===== config.mk =====
export PLATFORM = sky130hd
export DESIGN_NAME = coordinate_restorer
export DESIGN_NICKNAME = d
export VERILOG_FILES = /design/src/rtl/scale_space_pkg.sv /design/src/rtl/coord_scale_lane.sv /design/src/rtl/coordinate_restorer.sv
export SDC_FILE = /design/constraint.sdc
export NUM_CORES = 1
export LEC_CHECK = 0
export ABC_AREA = 1
export CAP_MARGIN = 15
export CORE_AREA = 2 2 194 196
export CTS_CLUSTER_DIAMETER = 50
export DETAILED_ROUTE_END_ITERATION = 12
export DIE_AREA = 0 0 196 198
export DONT_BUFFER_PORTS = 1
export GPL_TIMING_DRIVEN = 0
export PLACE_DENSITY_LB_ADDON = 0.12
export SLEW_MARGIN = 10
export SYNTH_ARGS = -nofsm -noshare
export SYNTH_HDL_FRONTEND = slang
export SYNTH_SLANG_ARGS = --single-unit

===== constraint.sdc =====
create_clock -name clk -period 6.9 [get_ports clk]
set_input_delay 1.38 -clock clk [delete_from_list [all_inputs] [get_ports clk]]
set_output_delay 1.38 -clock clk [all_outputs]
set_load 0.02 [all_outputs]

===== src/rtl/scale_space_pkg.sv =====
`default_nettype none
// ============================================================================
//  Module      : scale_space_pkg
//  Description : Shared scale-space types and constants. Used by the forward
//                coordinate transformer and by coordinate_restorer.
//  Revision    : 1.0  initial release
// ============================================================================
package scale_space_pkg;

    localparam int c_lc_coord_w = 16 + 2;   // integer + fraction bits of a level coordinate
    localparam int c_lc_oct_w   = 2;
    localparam int c_lc_sub_w   = 2;
    localparam int c_lc_tag_w   = 8;

    // Keypoint coordinate as seen at one (octave, sublevel) of the pyramid
    typedef struct packed {
        logic [c_lc_coord_w-1:0] x;
        logic [c_lc_coord_w-1:0] y;
        logic [c_lc_oct_w-1:0]   octave;
        logic [c_lc_sub_w-1:0]   sublevel;
        logic [c_lc_tag_w-1:0]   tag;
    } level_coord_t;

    // K[j] = round(2^(j/l) * 2^scale_frac), evaluated with integers only.
    // m = floor(2x) is the largest m with m^l <= 2^(l*(scale_frac+1)+j);
    // round(x) = floor((m+1)/2).
    function automatic longint unsigned scale_const(input int j, input int l, input int scale_frac);
        logic [127:0] target;
        logic [127:0] m;
        logic [127:0] trial;
        logic [127:0] pw;
        target = 128'd1 << (l * (scale_frac + 1) + j);
        m      = '0;
        for (int b = scale_frac + 1; b >= 0; b--) begin
            trial = m | (128'd1 << b);
            pw    = 128'd1;
            for (int i = 0; i < l; i++) begin
                pw = pw * trial;
            end
            if (pw <= target) begin
                m = trial;
            end
        end
        m = (m + 128'd1) >> 1;
        return m[63:0];
    endfunction

endpackage
`default_nettype wire


===== src/rtl/coord_scale_lane.sv =====
`default_nettype none
// ============================================================================
//  Module      : coord_scale_lane
//  Description : One axis of the restorer datapath: S0 operand register,
//                S1 multiply by K, S2 octave shift, round half up, saturate.
//  Revision    : 1.0  initial release
// ============================================================================
module coord_scale_lane
    import scale_space_pkg::*;
#(
    parameter int COORD_BITS = 16,
    parameter int FRAC_BITS  = 2,
    parameter int SCALE_FRAC = 16,
    parameter int OCT_W      = 2
) (
    input  logic                            clk,
    input  logic                            rst,
    input  logic                            i_en,
    input  logic [COORD_BITS+FRAC_BITS-1:0] i_coord,
    input  logic [SCALE_FRAC:0]             i_k,
    input  logic [OCT_W-1:0]                i_octave,   // octave of the item in S1
    input  logic                            i_zero,     // item in S1 is in error
    output logic [COORD_BITS-1:0]           o_res,
    output logic                            o_sat
);

    localparam int c_in_w   = COORD_BITS + FRAC_BITS;
    localparam int c_k_w    = SCALE_FRAC + 1;
    localparam int c_prod_w = c_in_w + SCALE_FRAC + 1;
    // Room for the largest octave shift plus the rounding carry
    localparam int c_sh_w   = c_prod_w + (2 ** OCT_W - 1) + 1;
    localparam int c_rnd    = FRAC_BITS + SCALE_FRAC;
    localparam logic [c_sh_w-1:0] c_half = {{(c_sh_w-1){1'b0}}, 1'b1} << (c_rnd - 1);

    logic [c_in_w-1:0]   r_coord;
    logic [c_k_w-1:0]    r_k;
    logic [c_prod_w-1:0] r_prod;
    logic [c_sh_w-1:0]   w_scaled;
    logic [c_sh_w-1:0]   w_round;
    logic [c_sh_w-1:0]   w_res;
    logic                w_ovf;

    assign w_scaled = {{(c_sh_w-c_prod_w){1'b0}}, r_prod} << i_octave;
    assign w_round  = w_scaled + c_half;
    assign w_res    = w_round >> c_rnd;
    assign w_ovf    = |w_res[c_sh_w-1:COORD_BITS];

    // Three pipeline stages advancing together on the parent's enable
    always_ff @(posedge clk or posedge rst) begin
        if (rst) begin
            r_coord <= '0;
            r_k     <= '0;
            r_prod  <= '0;
            o_res   <= '0;
            o_sat   <= 1'b0;
        end else if (i_en) begin
            r_coord <= i_coord;
            r_k     <= i_k;
            r_prod  <= {{(c_prod_w-c_in_w){1'b0}}, r_coord} * {{(c_prod_w-c_k_w){1'b0}}, r_k};
            if (i_zero) begin
                o_res <= '0;
                o_sat <= 1'b0;
            end else if (w_ovf) begin
                o_res <= '1;
                o_sat <= 1'b1;
            end else begin
                o_res <= w_res[COORD_BITS-1:0];
                o_sat <= 1'b0;
            end
        end
    end

endmodule
`default_nettype wire


===== src/rtl/coordinate_restorer.sv =====
`default_nettype none
// ============================================================================
//  Module      : coordinate_restorer
//  Description : Maps (octave, sublevel) keypoint coordinates back to base
//                image pixels: out = round(in * 2^(oct + sub/L)). 3-stage
//                pipeline, single global enable, valid/ready on both sides.
//  Revision    : 1.0  initial release
// ============================================================================
module coordinate_restorer
    import scale_space_pkg::*;
#(
    parameter int COORD_BITS        = 16,
    parameter int FRAC_BITS         = 2,
    parameter int OCTAVES           = 4,
    parameter int LEVELS_PER_OCTAVE = 3,
    parameter int SCALE_FRAC        = 16,
    parameter int TAG_BITS          = 8
) (
    input  logic                                   clk,
    input  logic                                   rst,
    input  logic                                   in_valid,
    output logic                                   in_ready,
    input  logic [COORD_BITS+FRAC_BITS-1:0]        in_x,
    input  logic [COORD_BITS+FRAC_BITS-1:0]        in_y,
    input  logic [$clog2(OCTAVES)-1:0]             in_octave,
    input  logic [$clog2(LEVELS_PER_OCTAVE)-1:0]   in_sublevel,
    input  logic [TAG_BITS-1:0]                    in_tag,
    output logic                                   out_valid,
    input  logic                                   out_ready,
    output logic [COORD_BITS-1:0]                  out_x,
    output logic [COORD_BITS-1:0]                  out_y,
    output logic [TAG_BITS-1:0]                    out_tag,
    output logic                                   out_sat,
    output logic                                   out_err
);

    localparam int c_oct_w = $clog2(OCTAVES);
    localparam int c_sub_w = $clog2(LEVELS_PER_OCTAVE);
    localparam int c_k_w   = SCALE_FRAC + 1;

    logic                 w_en;
    logic                 w_in_err;
    logic [c_k_w-1:0]     w_k;
    logic [c_k_w-1:0]     w_k_tab [LEVELS_PER_OCTAVE];
    logic                 w_sat_x;
    logic                 w_sat_y;

    logic                 r_s0_valid;
    logic                 r_s0_err;
    logic [c_oct_w-1:0]   r_s0_oct;
    logic [TAG_BITS-1:0]  r_s0_tag;
    logic                 r_s1_valid;
    logic                 r_s1_err;
    logic [c_oct_w-1:0]   r_s1_oct;
    logic [TAG_BITS-1:0]  r_s1_tag;
    logic                 r_s2_valid;
    logic                 r_s2_err;
    logic [TAG_BITS-1:0]  r_s2_tag;

    // Whole pipeline moves whenever the output slot is empty or being drained
    assign w_en      = !r_s2_valid || out_ready;
    assign in_ready  = w_en;
    assign out_valid = r_s2_valid;
    assign out_tag   = r_s2_tag;
    assign out_err   = r_s2_err;
    assign out_sat   = w_sat_x | w_sat_y;

    assign w_in_err = (32'(in_octave) >= OCTAVES) || (32'(in_sublevel) >= LEVELS_PER_OCTAVE);

    // Per-sublevel scale constants fixed at elaboration
    for (genvar g = 0; g < LEVELS_PER_OCTAVE; g++) begin : g_k_table
        localparam longint unsigned c_k = scale_const(g, LEVELS_PER_OCTAVE, SCALE_FRAC);
        assign w_k_tab[g] = c_k[c_k_w-1:0];
    end

    // Select K for the incoming sublevel; out-of-range sublevels read zero
    always_comb begin
        w_k = '0;
        for (int j = 0; j < LEVELS_PER_OCTAVE; j++) begin
            if (32'(in_sublevel) == j) begin
                w_k = w_k_tab[j];
            end
        end
    end

    // Control sideband (valid, err, octave, tag) travelling with the data
    always_ff @(posedge clk or posedge rst) begin
        if (rst) begin
            r_s0_valid <= 1'b0;
            r_s0_err   <= 1'b0;
            r_s0_oct   <= '0;
            r_s0_tag   <= '0;
            r_s1_valid <= 1'b0;
            r_s1_err   <= 1'b0;
            r_s1_oct   <= '0;
            r_s1_tag   <= '0;
            r_s2_valid <= 1'b0;
            r_s2_err   <= 1'b0;
            r_s2_tag   <= '0;
        end else if (w_en) begin
            r_s0_valid <= in_valid;
            r_s0_err   <= w_in_err;
            r_s0_oct   <= in_octave;
            r_s0_tag   <= in_tag;
            r_s1_valid <= r_s0_valid;
            r_s1_err   <= r_s0_err;
            r_s1_oct   <= r_s0_oct;
            r_s1_tag   <= r_s0_tag;
            r_s2_valid <= r_s1_valid;
            r_s2_err   <= r_s1_err;
            r_s2_tag   <= r_s1_tag;
        end
    end

    coord_scale_lane #(
        .COORD_BITS (COORD_BITS),
        .FRAC_BITS  (FRAC_BITS),
        .SCALE_FRAC (SCALE_FRAC),
        .OCT_W      (c_oct_w)
    ) u_lane_x (
        .clk      (clk),
        .rst      (rst),
        .i_en     (w_en),
        .i_coord  (in_x),
        .i_k      (w_k),
        .i_octave (r_s1_oct),
        .i_zero   (r_s1_err),
        .o_res    (out_x),
        .o_sat    (w_sat_x)
    );

    coord_scale_lane #(
        .COORD_BITS (COORD_BITS),
        .FRAC_BITS  (FRAC_BITS),
        .SCALE_FRAC (SCALE_FRAC),
        .OCT_W      (c_oct_w)
    ) u_lane_y (
        .clk      (clk),
        .rst      (rst),
        .i_en     (w_en),
        .i_coord  (in_y),
        .i_k      (w_k),
        .i_octave (r_s1_oct),
        .i_zero   (r_s1_err),
        .o_res    (out_y),
        .o_sat    (w_sat_y)
    );

endmodule
`default_nettype wire


## Yosys cells after proc, flatten, opt, wreduce, memory -nomap -nowiden

Cells that the tools add are included.

- Register bits: 191
- Input bits: 52
- Output and inout port bits: 44
- Word-level logic and storage cells: 46

- $add $sub $neg: 2
- Multiply operators: 2
- Magnitude comparators: 1
- Equal/unequal tests: 2
- Shift operators: 2
- Mux-type cells: 11
- Bitwise operators: 1
- Reductions and logical operators: 5

Operators by type and width:

| operator | number |
|---|---|
| $add 39x18->39 const B | 2 |
| $shl 35x2->39 | 2 |
| $mul 18x17->35 | 2 |
| $mux 16 | 4 |
| $mux 17 | 3 |
| $reduce_or 5->1 | 2 |
| $mux 1 | 4 |
| $eq 2x1->1 const B | 1 |
| $eq 2x2->1 const B | 1 |
| $ge 2x2->1 const B | 1 |
| $logic_not 2->1 | 1 |
| $logic_not 1->1 | 1 |
| $logic_or 1x1->1 | 1 |
| $or 1x1->1 | 1 |

## Depth between registers and ports, before layout

- Depth in word-level cells: 5
- Gate-level depth with buffers: 30
- Mapped depth without buffers: 27

## By module

From an unflattened synthesis, not the netlist that was laid out.

- Cell total of the unflattened synthesis: 4,006
- Area, all modules: 30,016.3 um^2

By module, submodules not included:

| module | instances | cells each | area an instance (um^2) | seq. area each (um^2) |
|---|---|---|---|---|
| coord_scale_lane at u_lane_x | 1 | 1,929 | 14,316.2 | 1,826.8 |
| coord_scale_lane at u_lane_y | 1 | 1,919 | 14,209.9 | 1,826.8 |
| coordinate_restorer | 1 | 158 | 1,490.2 | 850.8 |

## Worst setup path after synthesis

No wires, ideal clock.

- Kind: register to register
- Start point: register, netlist name u_lane_y.r_k[14]
- End point: register u_lane_x.r_prod[27]
- Library setup time: 0.118 ns
- Data arrival time: 5.780 ns
- Required time: 6.782 ns
- Path slack: 1.002 ns
- Stages on the path, launching flop included: 24
- Buffers on the path: 3
- Period minus slack after synthesis: 5.898 ns
- Cells stage by stage: dfrtp_1 -> clkbuf_1 -> buf_1 -> clkbuf_1 -> nand2_1 -> fa_1 -> fa_1 -> inv_1 -> fa_1 -> fa_1 -> fa_1 -> inv_1 -> fa_1 -> inv_1 -> ha_1 -> inv_1 -> o21ai_0 -> a21oi_1 -> o21ai_0 -> a21oi_1 -> o21ai_0 -> or2_2 -> nand3_1 -> nand2_1

RTL lines:

| element | line | text |
|---|---|---|
| end signal: assignment | coord_scale_lane.sv:59 | `r_prod <= {{(c_prod_w-c_in_w){1'b0}}, r_coord} * {{(c_prod_w-c_k_w){1'b0}}, r_k};` |
| end: declaration | coord_scale_lane.sv:37 | `logic [c_prod_w-1:0] r_prod;` |

==> metrics.md <==
| Metric | Value |
|---|---|
| Crit Path Max Fanout | `10` |
| Starting Density | `roughly 60%` |
| Most frequent cells in the layout | `nand2_1, inv_1, ha_1` |
| Longest Clk Path Bufs | `2` |
| Routed len/inst | `18.9 um` |
| Post-synth ARST share | `100%` |
| R2r startpoint | `u_lane_y.r_k[14]$_DFFE_PP0P_` |
| Setup Buffers After CTS | `0` |
| Post-synth EDFFs | `0` |
| Layout Cells excl Fill | `roughly 3500` |
| First-pass GRT wire length | `105 mm` |
| Commonest non-fill, non-tap cell in the layout | `nand2_1` |
| Final hold vios | `0` |
| Largest net degree at the start of global routing | `slightly above 100` |
| # nets final | `3546` |
| Hold path start | `r_s1_tag[4]$_DFFE_PP0P_` |
| Routed via count | `19400` |
| Data arrival, critical path | `7.01 ns` |
| Yosys warns | `0` |
| First-pass DRT Iterations | `5` |
| Run status | `finished, final reports clean` |
| Die H | `198 um` |
| Total gr overflow | `0` |
| Top_reg_cell synth | `dfrtp_1` |
| Max-Cap Viols | `0` |
| Crit. Startpoint | `u_lane_y.r_k[14]$_DFFE_PP0P_` |
| Number of clock sinks seen by CTS | `150` |
| Critical Path End Type | `flop` |
| Slew Limit Fails | `0` |
| CP Class | `reg2reg` |
| Startpoint types | `flop` |
| Share of cells above drive strength 1 | `4.15%` |
| Crit path time final | `approximately 6.6 ns` |
| Mean Syn Cell Area | `7.48 sq um` |
| Row count | `just over 70` |
| Port Buffers | `0` |
| Max-slew headroom | `32.5%` |
| Core area | `37000 sq um` |
| Post-Syn Area | `22100 sq um` |
| # setup viols final | `0` |
| CTS tree | `done` |
| FMAX | `0.151 GHz` |
| Hold WS | `0.482 ns` |
| H-tree levels | `4` |
| Post-CTS Hold Fix Bufs | `0` |
| Worst EP required | `slightly above 7 ns` |
| GP Congestion | `between 0.9 and 1` |
| Area Overhead vs Synth | `5.58%` |
| FF/Latch Area | `3750 sq um` |
| Register bit total from synthesis | `150` |
| Hold Path Class | `reg2reg` |
| Worst Tran Pin Value | `1.01 ns` |
| Syn nets | `3529` |
| Multi-input gate area | `approximately 16000 sq um` |
| Worst-Skew Late Latency | `0.49 ns` |
| DP Cell Count | `3432` |
| Fin crit share | `between 90% and 100%` |
| Die area | `38800 sq um` |
| Drt first-iter violations | `1580` |
| Drc violations | `0` |
| Number of routed nets with antenna violations | `0` |
| Clock slew at reported path FFs | `0.08 ns` |
| CTS root buf | `clkbuf_16` |
| Fillers | `3352` |
| RSZ-0062 raised after global routing | `no` |
| Seq/Total Area, Yosys | `17.0%` |
| Die Wd | `between 150 and 200 um` |
| GR Util All Layers | `35.6%` |
| Distinct cells, synth | `44` |
| CTS buffer count | `17` |
| Number of global-route vias before repair | `20200` |
| Fin Setup TNS | `0 ns` |
| Setup Skew | `0.0154 ns` |
| Total Routed Length | `65.6 mm` |
| Via density | `~5.6` |
| HPWL Detailed | `55.3 mm` |
| Post-Synthesis Cells | `approximately 3000` |
| Initial antenna violation count | `3` |
| I/O Pins | `96` |
[synth_stat cells, types with 12 or more instances]
master | instances | area share, %
nor2_2 | 12 | 0.34
o21bai_1 | 27 | 0.92
xor2_1 | 90 | 3.6
nand4_1 | 15 | 0.42
fa_1 | 210 | 19
a21oi_1 | 72 | 1.6
nand3_1 | 161 | 3.6
inv_1 | 606 | 10
a21o_1 | 12 | 0.41
ha_1 | 310 | 18
dfrtp_1 | 150 | 17
nand2_1 | 777 | 13
a22oi_1 | 31 | 1.1
o21ai_0 | 145 | 3.3
nand2_2 | 32 | 0.91
clkbuf_1 | 43 | 0.73
nor2_1 | 153 | 2.6
[worst paths after layout]
path | cells past startpoint | slack (ns) | endpoint
setup / recovery | 23 | 0.26 | u_lane_x.r_prod[28]$_DFFE_PP0P_
hold / removal | 2 | 0.48 | out_tag[4]$_DFFE_PP0P_
setup reg to reg | 23 | 0.26 | u_lane_x.r_prod[28]$_DFFE_PP0P_
hold reg to reg | 2 | 0.48 | out_tag[4]$_DFFE_PP0P_
max in group asynchronous | 2 | 5.28 | u_lane_y.r_k[15]$_DFFE_PP0P_
min in group asynchronous | 1 | 0.73 | u_lane_y.o_res[14]$_DFFE_PP0P_
[cells by family after synthesis]
logic type,Yosys count,synth area share (%)
adders and majority gates,520,36.5
buffers and inverters,681,12.0
xor gates and xnor gates,100,3.96
and+or+nand+nor,1183,22.1
DFF,150,17.0
AOI/OAI and AO/OA,323,8.44
[critical path, stage by stage (launching register included)]
cell	delay [ns]
dfrtp_1	0.43
buf_2	0.33
clkbuf_4	0.32
clkbuf_4	0.29
nand2_1	0.19
fa_1	0.56
fa_1	0.52
inv_1	0.05
fa_1	0.49
fa_1	0.52
fa_1	0.50
inv_1	0.05
fa_1	0.47
inv_1	0.04
ha_1	0.33
inv_1	0.11
o21ai_0	0.10
a21oi_1	0.28
o21ai_0	0.14
a21oi_1	0.14
o21ai_0	0.18
or2_2	0.32
nand3_1	0.08
nand2_1	0.06
[layout make-up]
| cell class | instances | share of cell area (%) |
|---|---|---|
| Antenna cell | 3 | 0.0321 |
| Buffer | 69 | 1.59 |
| Clock buffer | 18 | 1.88 |
| Clock inverter | 14 | 0.643 |
| Inverter | 609 | 9.82 |
| Multi-Input combinational cell | 2126 | 67.3 |
| Sequential cell | 150 | 16.1 |
| Tap cell | 474 | 2.54 |
| Timing Repair Buffer | 1 | 0.118 |
[sequential cells by signal (all words and copies together), names as in the netlist, 2 cells and up]
name and flops:
u_lane_y.r_k 4, u_lane_x.r_coord 18, r_s0_tag 8, u_lane_y.o_res 16, out_tag 8, u_lane_x.o_res 16
r_s0_oct 2, u_lane_y.r_prod 21, r_s1_oct 2, r_s1_tag 8, u_lane_y.r_coord 18, u_lane_x.r_prod 21
[metal layers]
layer / routed length (um) / vias to the layer above / GRT usage (%) / share of wire, %
li1: - / 9241 / - / -
met1: 27500 / 9268 / 44.5 / 42
met2: 30900 / 705 / 60.6 / 47
met3: 4310 / 161 / 5.93 / 6.6
met4: 2930 / 0 / 16.2 / 4.5
met5: 0 / - / 0 / 0
[repair_timing]
| action | in CTS | in global routing |
|---|---|---|
| endpoints found under the setup margin | 32 | 17 |
| hold endpoints to repair | 0 | 0 |
| gates resized for setup | 7 | 9 |
[through the flow]
step,instance area [sq um],setup WS [ns],utilization [%]
after global routing,23300,0.000800,63.2
final,23400,0.259,63.2
after global placement,22700,-0.534,61.5
after detailed placement,22700,-0.596,61.5
after CTS,23300,0.0444,63.2
after floorplan,22100,1.00,-
Power is not shown: default switching activity piles up to over one toggle a cycle in this logic, so the estimate is an artifact.
